==> config.mk <==
export PLATFORM = sky130hd
export DESIGN_NAME = hood_mode_sched
export DESIGN_NICKNAME = d
export VERILOG_FILES = /design/src/rtl/hood_mode_sched.sv
export SDC_FILE = /design/constraint.sdc
export NUM_CORES = 1
export LEC_CHECK = 0
export BUFFER_PORTS_ARGS = -buffer_cell sky130_fd_sc_hd__buf_2
export CAP_MARGIN = 10
export CORE_MARGIN = 2
export CORE_UTILIZATION = 53
export CTS_CLUSTER_DIAMETER = 80
export DETAILED_ROUTE_END_ITERATION = 10
export HOLD_SLACK_MARGIN = 0.06
export PLACE_DENSITY_LB_ADDON = 0.2
export SYNTH_ARGS = -nofsm -noshare
export SYNTH_HDL_FRONTEND = slang
export SYNTH_SLANG_ARGS = --single-unit
==> constraint.sdc <==
create_clock -name clk -period 2.2 [get_ports clk]
set_clock_uncertainty 0.1 [all_clocks]
set_input_delay 0.11 -clock clk [delete_from_list [all_inputs] [get_ports clk]]
set_output_delay 0.11 -clock clk [all_outputs]
set_load 0.01 [all_outputs]
==> src/rtl/hood_mode_sched.sv <==
`default_nettype none
// ============================================================================
// Module      : hood_mode_sched
// Description : Mode scheduler for a cooker hood. Tracks the operating mode
//               (standby, menu, fan levels, timed hurricane boost, timed
//               level-3 run-down and timed self-clean) and derives the fan
//               speed. A seconds prescaler runs only in timed states.
// Ports       :
//   clk            in   1  system clock, rising edge
//   rst            in   1  asynchronous reset, active low
//   machine_state  in   1  1 = hood powered on, 0 = forced standby
//   menu_btn       in   1  single-cycle button pulse
//   lvl1_btn       in   1  single-cycle button pulse
//   lvl2_btn       in   1  single-cycle button pulse
//   lvl3_btn       in   1  single-cycle button pulse
//   clean_btn      in   1  single-cycle button pulse
//   fan_level      out  2  0 off, 1..3 fan speed
//   mode           out  3  current mode encoding
//   remaining      out  8  seconds left in a timed mode, else 0
//   hurricane_used out  1  hurricane already used this power-on session
//   clean_done     out  1  one-cycle pulse when self-clean completes
// Revision    : 1.0 - initial release
// ============================================================================
module hood_mode_sched #(
    parameter int SECOND        = 100_000_000,
    parameter int HURRICANE_SEC = 60,
    parameter int RETURN_SEC    = 60,
    parameter int CLEAN_SEC     = 180
) (
    input  logic       clk,
    input  logic       rst,
    input  logic       machine_state,
    input  logic       menu_btn,
    input  logic       lvl1_btn,
    input  logic       lvl2_btn,
    input  logic       lvl3_btn,
    input  logic       clean_btn,
    output logic [1:0] fan_level,
    output logic [2:0] mode,
    output logic [7:0] remaining,
    output logic       hurricane_used,
    output logic       clean_done
);

    localparam int PW = (SECOND > 1) ? $clog2(SECOND) : 1;
    localparam logic [PW-1:0] PRE_LAST  = PW'(SECOND - 1);
    localparam logic [7:0]    HURR_LOAD = 8'(HURRICANE_SEC);
    localparam logic [7:0]    RET_LOAD  = 8'(RETURN_SEC);
    localparam logic [7:0]    CLN_LOAD  = 8'(CLEAN_SEC);

    typedef enum logic [2:0] {
        ST_STANDBY   = 3'd0,
        ST_MENU      = 3'd1,
        ST_LEVEL1    = 3'd2,
        ST_LEVEL2    = 3'd3,
        ST_HURRICANE = 3'd4,
        ST_RETURN    = 3'd5,
        ST_CLEAN     = 3'd6
    } state_t;

    state_t          state, state_nxt;
    logic [PW-1:0]   prescaler, prescaler_nxt;
    logic [7:0]      remaining_nxt;
    logic            hurricane_used_nxt;
    logic            clean_done_nxt;
    logic [1:0]      fan_level_nxt;
    logic            tick;
    logic            expiry;

    function automatic logic is_timed(input state_t s);
        return (s == ST_HURRICANE) || (s == ST_RETURN) || (s == ST_CLEAN);
    endfunction

    // ------------------------------------------------------------------------
    // State and output registers
    // ------------------------------------------------------------------------
    always_ff @(posedge clk or negedge rst) begin
        if (!rst) begin
            state          <= ST_STANDBY;
            prescaler      <= '0;
            remaining      <= 8'd0;
            hurricane_used <= 1'b0;
            clean_done     <= 1'b0;
            fan_level      <= 2'd0;
        end else begin
            state          <= state_nxt;
            prescaler      <= prescaler_nxt;
            remaining      <= remaining_nxt;
            hurricane_used <= hurricane_used_nxt;
            clean_done     <= clean_done_nxt;
            fan_level      <= fan_level_nxt;
        end
    end

    assign mode = state;

    // ------------------------------------------------------------------------
    // Next-state and next-output logic
    // ------------------------------------------------------------------------
    always_comb begin
        state_nxt          = state;
        prescaler_nxt      = prescaler;
        remaining_nxt      = remaining;
        hurricane_used_nxt = hurricane_used;
        clean_done_nxt     = 1'b0;
        fan_level_nxt      = 2'd0;
        tick               = 1'b0;

        // Seconds prescaler advances only while a timer is running.
        if (is_timed(state)) begin
            if (prescaler == PRE_LAST) begin
                prescaler_nxt = '0;
                tick          = 1'b1;
            end else begin
                prescaler_nxt = prescaler + 1'b1;
            end
        end

        // Expiry is the tick that consumes the last second.
        expiry = tick && (remaining <= 8'd1);

        if (!machine_state) begin
            // Power-off overrides everything and ends the session.
            state_nxt          = ST_STANDBY;
            hurricane_used_nxt = 1'b0;
        end else begin
            unique case (state)
                ST_STANDBY: begin
                    if (menu_btn) state_nxt = ST_MENU;
                end
                ST_MENU: begin
                    if (clean_btn) begin
                        state_nxt     = ST_CLEAN;
                        remaining_nxt = CLN_LOAD;
                        prescaler_nxt = '0;
                    end else if (lvl3_btn) begin
                        // A used boost swallows the press: stay in the menu.
                        if (!hurricane_used) begin
                            state_nxt          = ST_HURRICANE;
                            remaining_nxt      = HURR_LOAD;
                            prescaler_nxt      = '0;
                            hurricane_used_nxt = 1'b1;
                        end
                    end else if (lvl2_btn) begin
                        state_nxt = ST_LEVEL2;
                    end else if (lvl1_btn) begin
                        state_nxt = ST_LEVEL1;
                    end else if (menu_btn) begin
                        state_nxt = ST_STANDBY;
                    end
                end
                ST_LEVEL1: begin
                    if (menu_btn)      state_nxt = ST_STANDBY;
                    else if (lvl2_btn) state_nxt = ST_LEVEL2;
                end
                ST_LEVEL2: begin
                    if (menu_btn)      state_nxt = ST_STANDBY;
                    else if (lvl1_btn) state_nxt = ST_LEVEL1;
                end
                ST_HURRICANE: begin
                    // Expiry beats a simultaneous menu press.
                    if (expiry) begin
                        state_nxt = ST_LEVEL2;
                    end else if (menu_btn) begin
                        state_nxt     = ST_RETURN;
                        remaining_nxt = RET_LOAD;
                        prescaler_nxt = '0;
                    end else if (tick) begin
                        remaining_nxt = remaining - 8'd1;
                    end
                end
                ST_RETURN: begin
                    if (expiry)    state_nxt     = ST_STANDBY;
                    else if (tick) remaining_nxt = remaining - 8'd1;
                end
                ST_CLEAN: begin
                    if (expiry) begin
                        state_nxt      = ST_STANDBY;
                        clean_done_nxt = 1'b1;
                    end else if (tick) begin
                        remaining_nxt = remaining - 8'd1;
                    end
                end
                default: begin
                    state_nxt = ST_STANDBY;
                end
            endcase
        end

        // Untimed destinations always start with a clean timer.
        if (!is_timed(state_nxt)) begin
            remaining_nxt = 8'd0;
            prescaler_nxt = '0;
        end

        unique case (state_nxt)
            ST_LEVEL1:    fan_level_nxt = 2'd1;
            ST_LEVEL2:    fan_level_nxt = 2'd2;
            ST_HURRICANE,
            ST_RETURN:    fan_level_nxt = 2'd3;
            default:      fan_level_nxt = 2'd0;
        endcase
    end

endmodule
`default_nettype wire
==> reports/summary.md <==
In this run the static leakage power is 1.500 nW. The growth of design area from synthesis to finish works out to 41.07%. For the worst setup path, the data arrival time is 2420 ps. In this run the worst path has a maximum fanout of 3.

The cell area that synthesis handed to floorplanning was 2404 µm². The final worst setup slack was -91.87 ps; the die height was 71.34 µm. The tools report the layout net count as 364.

The buffer levels on the longest clock path was 2; the peak supply drop was 0.4747 mV. The clock tree synthesis step divided the H-tree into 2 levels. The tools report the setup slack on the worst flop-to-flop path as -90 ps. TritonCTS built the clock tree.

Global routing consumed, over all layers together, 25.84% of the routing resources. The pin count of the biggest net entering global routing came out at 28. The switching part of the total power was 28.00%. Summed over all nets, the half-perimeter wirelength after detailed placement is 4307 µm. The tools report the first-iteration detailed-routing DRC count as 204. In the finished design, the share of the clock period the worst path needs comes to 104.2%. After detailed routing, the average wire length per cell comes to 16.54 µm. Detailed routing inserted a total of 2313 vias. The die outline area came out at 5089 µm². The count of cells in the finished layout, fillers not included, comes to 406. The share of total power dissipated in combinational logic is 20.1%. For this design the total switching power over the nets is 498.0 µW. The post-route netlist has 37.29% of its cells at a drive strength greater than 1. Measured against its own limit, the worst slew margin works out to 59.21%.

Routability-driven placement finished with a final weighted congestion of 0.8820. The shortest clock period the worst path allows after layout was 2292 ps; the insertion delay to the later sink of the worst-skew pair was 300 ps. The run gives 6716 µm as the routed wire length. The first-pass GRT wire length is 10380 µm.

The via count of the first global-routing pass came out at 2246. The number of buffers inserted during clock tree synthesis is 5. The logs give 4 for the number of detailed-route iterations in the first pass and 0 for the total inserted antenna cells. The placeable core area came out at 4354 µm².

The netlist uses 48 different library cells. The most instantiated library cell after synthesis was sky130_fd_sc_hd__nor2_1. Registers are responsible for 45.8% of the overall power.

The kind of cell with the highest combined delay along the critical path is simple AND/OR/NAND/NOR gates. After synthesis, the most frequently instantiated cells are 46 x sky130_fd_sc_hd__nor2_1, 42 x sky130_fd_sc_hd__dfrtp_1, 28 x sky130_fd_sc_hd__nand2_1, 19 x sky130_fd_sc_hd__xor2_1. The area of all placed cells without fillers came out at 3391 µm². The total buffers and inverters traversed by the critical path is 0, and the clock-pin slew of the registers on the worst-case setup and hold paths is 80 ps. The clock sink count is 42, and the required time of the critical path is 2330 ps.

After synthesis the netlist holds a flip-flop and latch count of 42. Setup repair after global routing could not meet its margin everywhere. The count of endpoints failing hold in the final timing report is 0. The critical path goes through nand4_1, or4b_4, nor4_4, nand2_2, or4_4, a31oi_4. The total overflow left after global routing is 0.

sky130_fd_sc_hd__dfrtp_1 takes more of the synthesized area than any other cell. Power comes to 1.779 mW. The prevailing post-synth register cell is sky130_fd_sc_hd__dfrtp_1. In this run the tool buffered the top-level ports with 22 buffer cells.

The run gives 55.20% as the effective utilization at floorplan. The share of the synthesized area in the top cell type came out at 43.73%. The tool flagged a number of max-cap violations equal to 0. Synthesized area divided by synthesized cell count: 8.935 µm².

The tightest min-delay check is of the input pin to register type. The count of nets left with antenna violations once routing finished came out at 0. Synthesis handed over a netlist of 269 instances.

The type of the worst setup path is register to register. The startpoint kind of the worst setup timing path is a register. Sequential elements use 43.73% of the synthesized area. The layout has 300 filler cells. The slowest cell on the critical path is sky130_fd_sc_hd__or4b_4. The proportion of power drawn by the clock network was 34.1%; the power density relative to cell area was 524.6 nW/µm². The tree is rooted in a sky130_fd_sc_hd__clkbuf_8.

During synthesis, Yosys emitted a total of 0 warnings. After floorplanning, the core was divided into 24 placement rows. The share of flip-flops with an asynchronous set or reset came out at 100.0%.

Final hold analysis gives a worst-case slack of 142.8 ps. The tools report the number of antenna violations at the first check in global routing as 0. The chip width is 71.34 µm. Ratio of routed vias to standard cells: 5.697. The internal portion of the total power is 1.281 mW.

At the pin with the least slew margin, the transition time is 611.9 ps. The final reports fail on negative setup slack. The post-placement worst setup slack is -60.89 ps, and the standard cell area after detailed placement is 2942 µm². After synthesis, the cell types taking the most area are sky130_fd_sc_hd__dfrtp_1 44%, sky130_fd_sc_hd__nor2_1 7.2%, sky130_fd_sc_hd__xor2_1 6.9%. The highest achievable clock rate is 0.4363 GHz, and the number of flops mapped to enable cells by yosys is 0.

The worst setup path is captured at a register. The flow ran to the end, but the final reports show violations. Cells fill 77.87% of the core in the end.

Count of boundary I/O pins: 23. The setup TNS after final layout was -277.4 ps. Count of pins over their slew limit: 0. For this run, design rule violations remaining after detail routing come to 0.

For this run, the slowest stage of the critical path takes 580 ps. The post-synth net total was 280; the total placed cells including tap cells was 382. The number of failing setup endpoints in the final timing report came out at 4.
timing repair:
item | 4_1_cts | 5_1_grt
cloned | 0 | 3
gates resized for setup | 7 | 47
endpoints found under the hold margin | 25 | 0
hold buffers | 3 | 0
setup endpoints to repair | 8 | 39
pin swaps | 7 | 22
buffers inserted | 3 | 8
per-layer routing:
metal  vias up  wire (µm)  track usage [%]
met5         -          0                0
li1       1109          -                -
met2        75       3437            44.55
met4         0        194            9.015
met3        21        331            4.360
met1      1108       2752            32.90
cells by family (layout without fill, tap and decap cells):
family | Yosys count | after routing | synth area share, %
fa+ha+maj | 3 | 3 | 1.562
xor+xnor | 30 | 30 | 10.93
flops | 42 | 42 | 43.73
simple gates | 141 | 141 | 30.92
buf+inv | 16 | 101 | 2.655
mux | 2 | 2 | 0.8329
compound gates | 35 | 35 | 9.371
placed cells by master (no fill, tap or decap), types with 2 or more instances in the layout:
cell	synthesis	layout
sky130_fd_sc_hd__a21oi_1	12	10
sky130_fd_sc_hd__a21oi_2	0	2
sky130_fd_sc_hd__a31oi_4	0	2
sky130_fd_sc_hd__and2_1	2	2
sky130_fd_sc_hd__and3_1	5	5
sky130_fd_sc_hd__buf_2	3	22
sky130_fd_sc_hd__buf_4	0	53
sky130_fd_sc_hd__buf_6	0	3
sky130_fd_sc_hd__clkbuf_1	3	2
sky130_fd_sc_hd__clkbuf_8	0	5
sky130_fd_sc_hd__dfrtp_1	42	40
sky130_fd_sc_hd__dfrtp_2	0	2
sky130_fd_sc_hd__dlygate4sd3_1	0	3
sky130_fd_sc_hd__ha_1	3	2
sky130_fd_sc_hd__inv_1	10	10
sky130_fd_sc_hd__mux2i_1	2	2
sky130_fd_sc_hd__nand2_1	28	27
sky130_fd_sc_hd__nand3_1	12	11
sky130_fd_sc_hd__nand4_1	9	9
sky130_fd_sc_hd__nor2_1	46	32
sky130_fd_sc_hd__nor2_2	0	3
sky130_fd_sc_hd__nor2_4	0	11
sky130_fd_sc_hd__nor2b_1	2	2
sky130_fd_sc_hd__nor3_1	8	8
sky130_fd_sc_hd__nor3b_2	0	2
sky130_fd_sc_hd__nor4_1	6	6
sky130_fd_sc_hd__nor4_4	1	2
sky130_fd_sc_hd__o211ai_1	2	2
sky130_fd_sc_hd__o21ai_0	4	2
sky130_fd_sc_hd__o21ai_2	0	2
sky130_fd_sc_hd__o31ai_1	3	2
sky130_fd_sc_hd__or2_4	0	2
sky130_fd_sc_hd__or4_1	5	2
sky130_fd_sc_hd__or4_4	0	3
sky130_fd_sc_hd__or4b_4	1	2
sky130_fd_sc_hd__xnor2_1	11	11
sky130_fd_sc_hd__xor2_1	19	19
worst paths after layout:
kind | start | end | cells past startpoint
min | clean_btn | hurricane_used | 4
max in group asynchronous | rst | prescaler[20] | 3
min reg2reg | prescaler[1] | prescaler[1] | 2
max | prescaler[18] | remaining[7] | 6
min in group asynchronous | rst | clean_done | 2
max reg2reg | prescaler[18] | remaining[7] | 6
worst reg2reg max path: stages (launching register included):
cell and delay (ps):
sky130_fd_sc_hd__dfrtp_1 370, sky130_fd_sc_hd__nand4_1 140, sky130_fd_sc_hd__or4b_4 580, sky130_fd_sc_hd__nor4_4 340, sky130_fd_sc_hd__nand2_2 90, sky130_fd_sc_hd__or4_4 430, sky130_fd_sc_hd__a31oi_4 160
registers in the layout, summed over array words and instances, names as in the netlist:
| register | flops |
|---|---|
| prescaler | 27 |
| remaining | 8 |
| mode | 3 |
| fan_level | 2 |
| clean_done | 1 |
| hurricane_used | 1 |
power by group through the flow:
stage               clock, mW  combinational (mW)  sequential, mW
finish                  0.607               0.357           0.815
global route            0.636               0.383           0.818
CTS                     0.611               0.293           0.814
detailed placement          0               0.274           0.829
global placement            0               0.272           0.828
floorplan                   0               0.145           0.836
cell type report:
type	instances	area, µm²	share of cell area, %
clock inverter	1	30.03	0.8856
timing repair buffer	83	616.8	18.19
sequential	42	1054	31.07
inverter	10	37.54	1.107
tap	52	65.06	1.919
multi-input combinational	211	1511	44.58
clock buffer	7	76.32	2.251
Note: power is estimated with default switching activity, not from simulation.
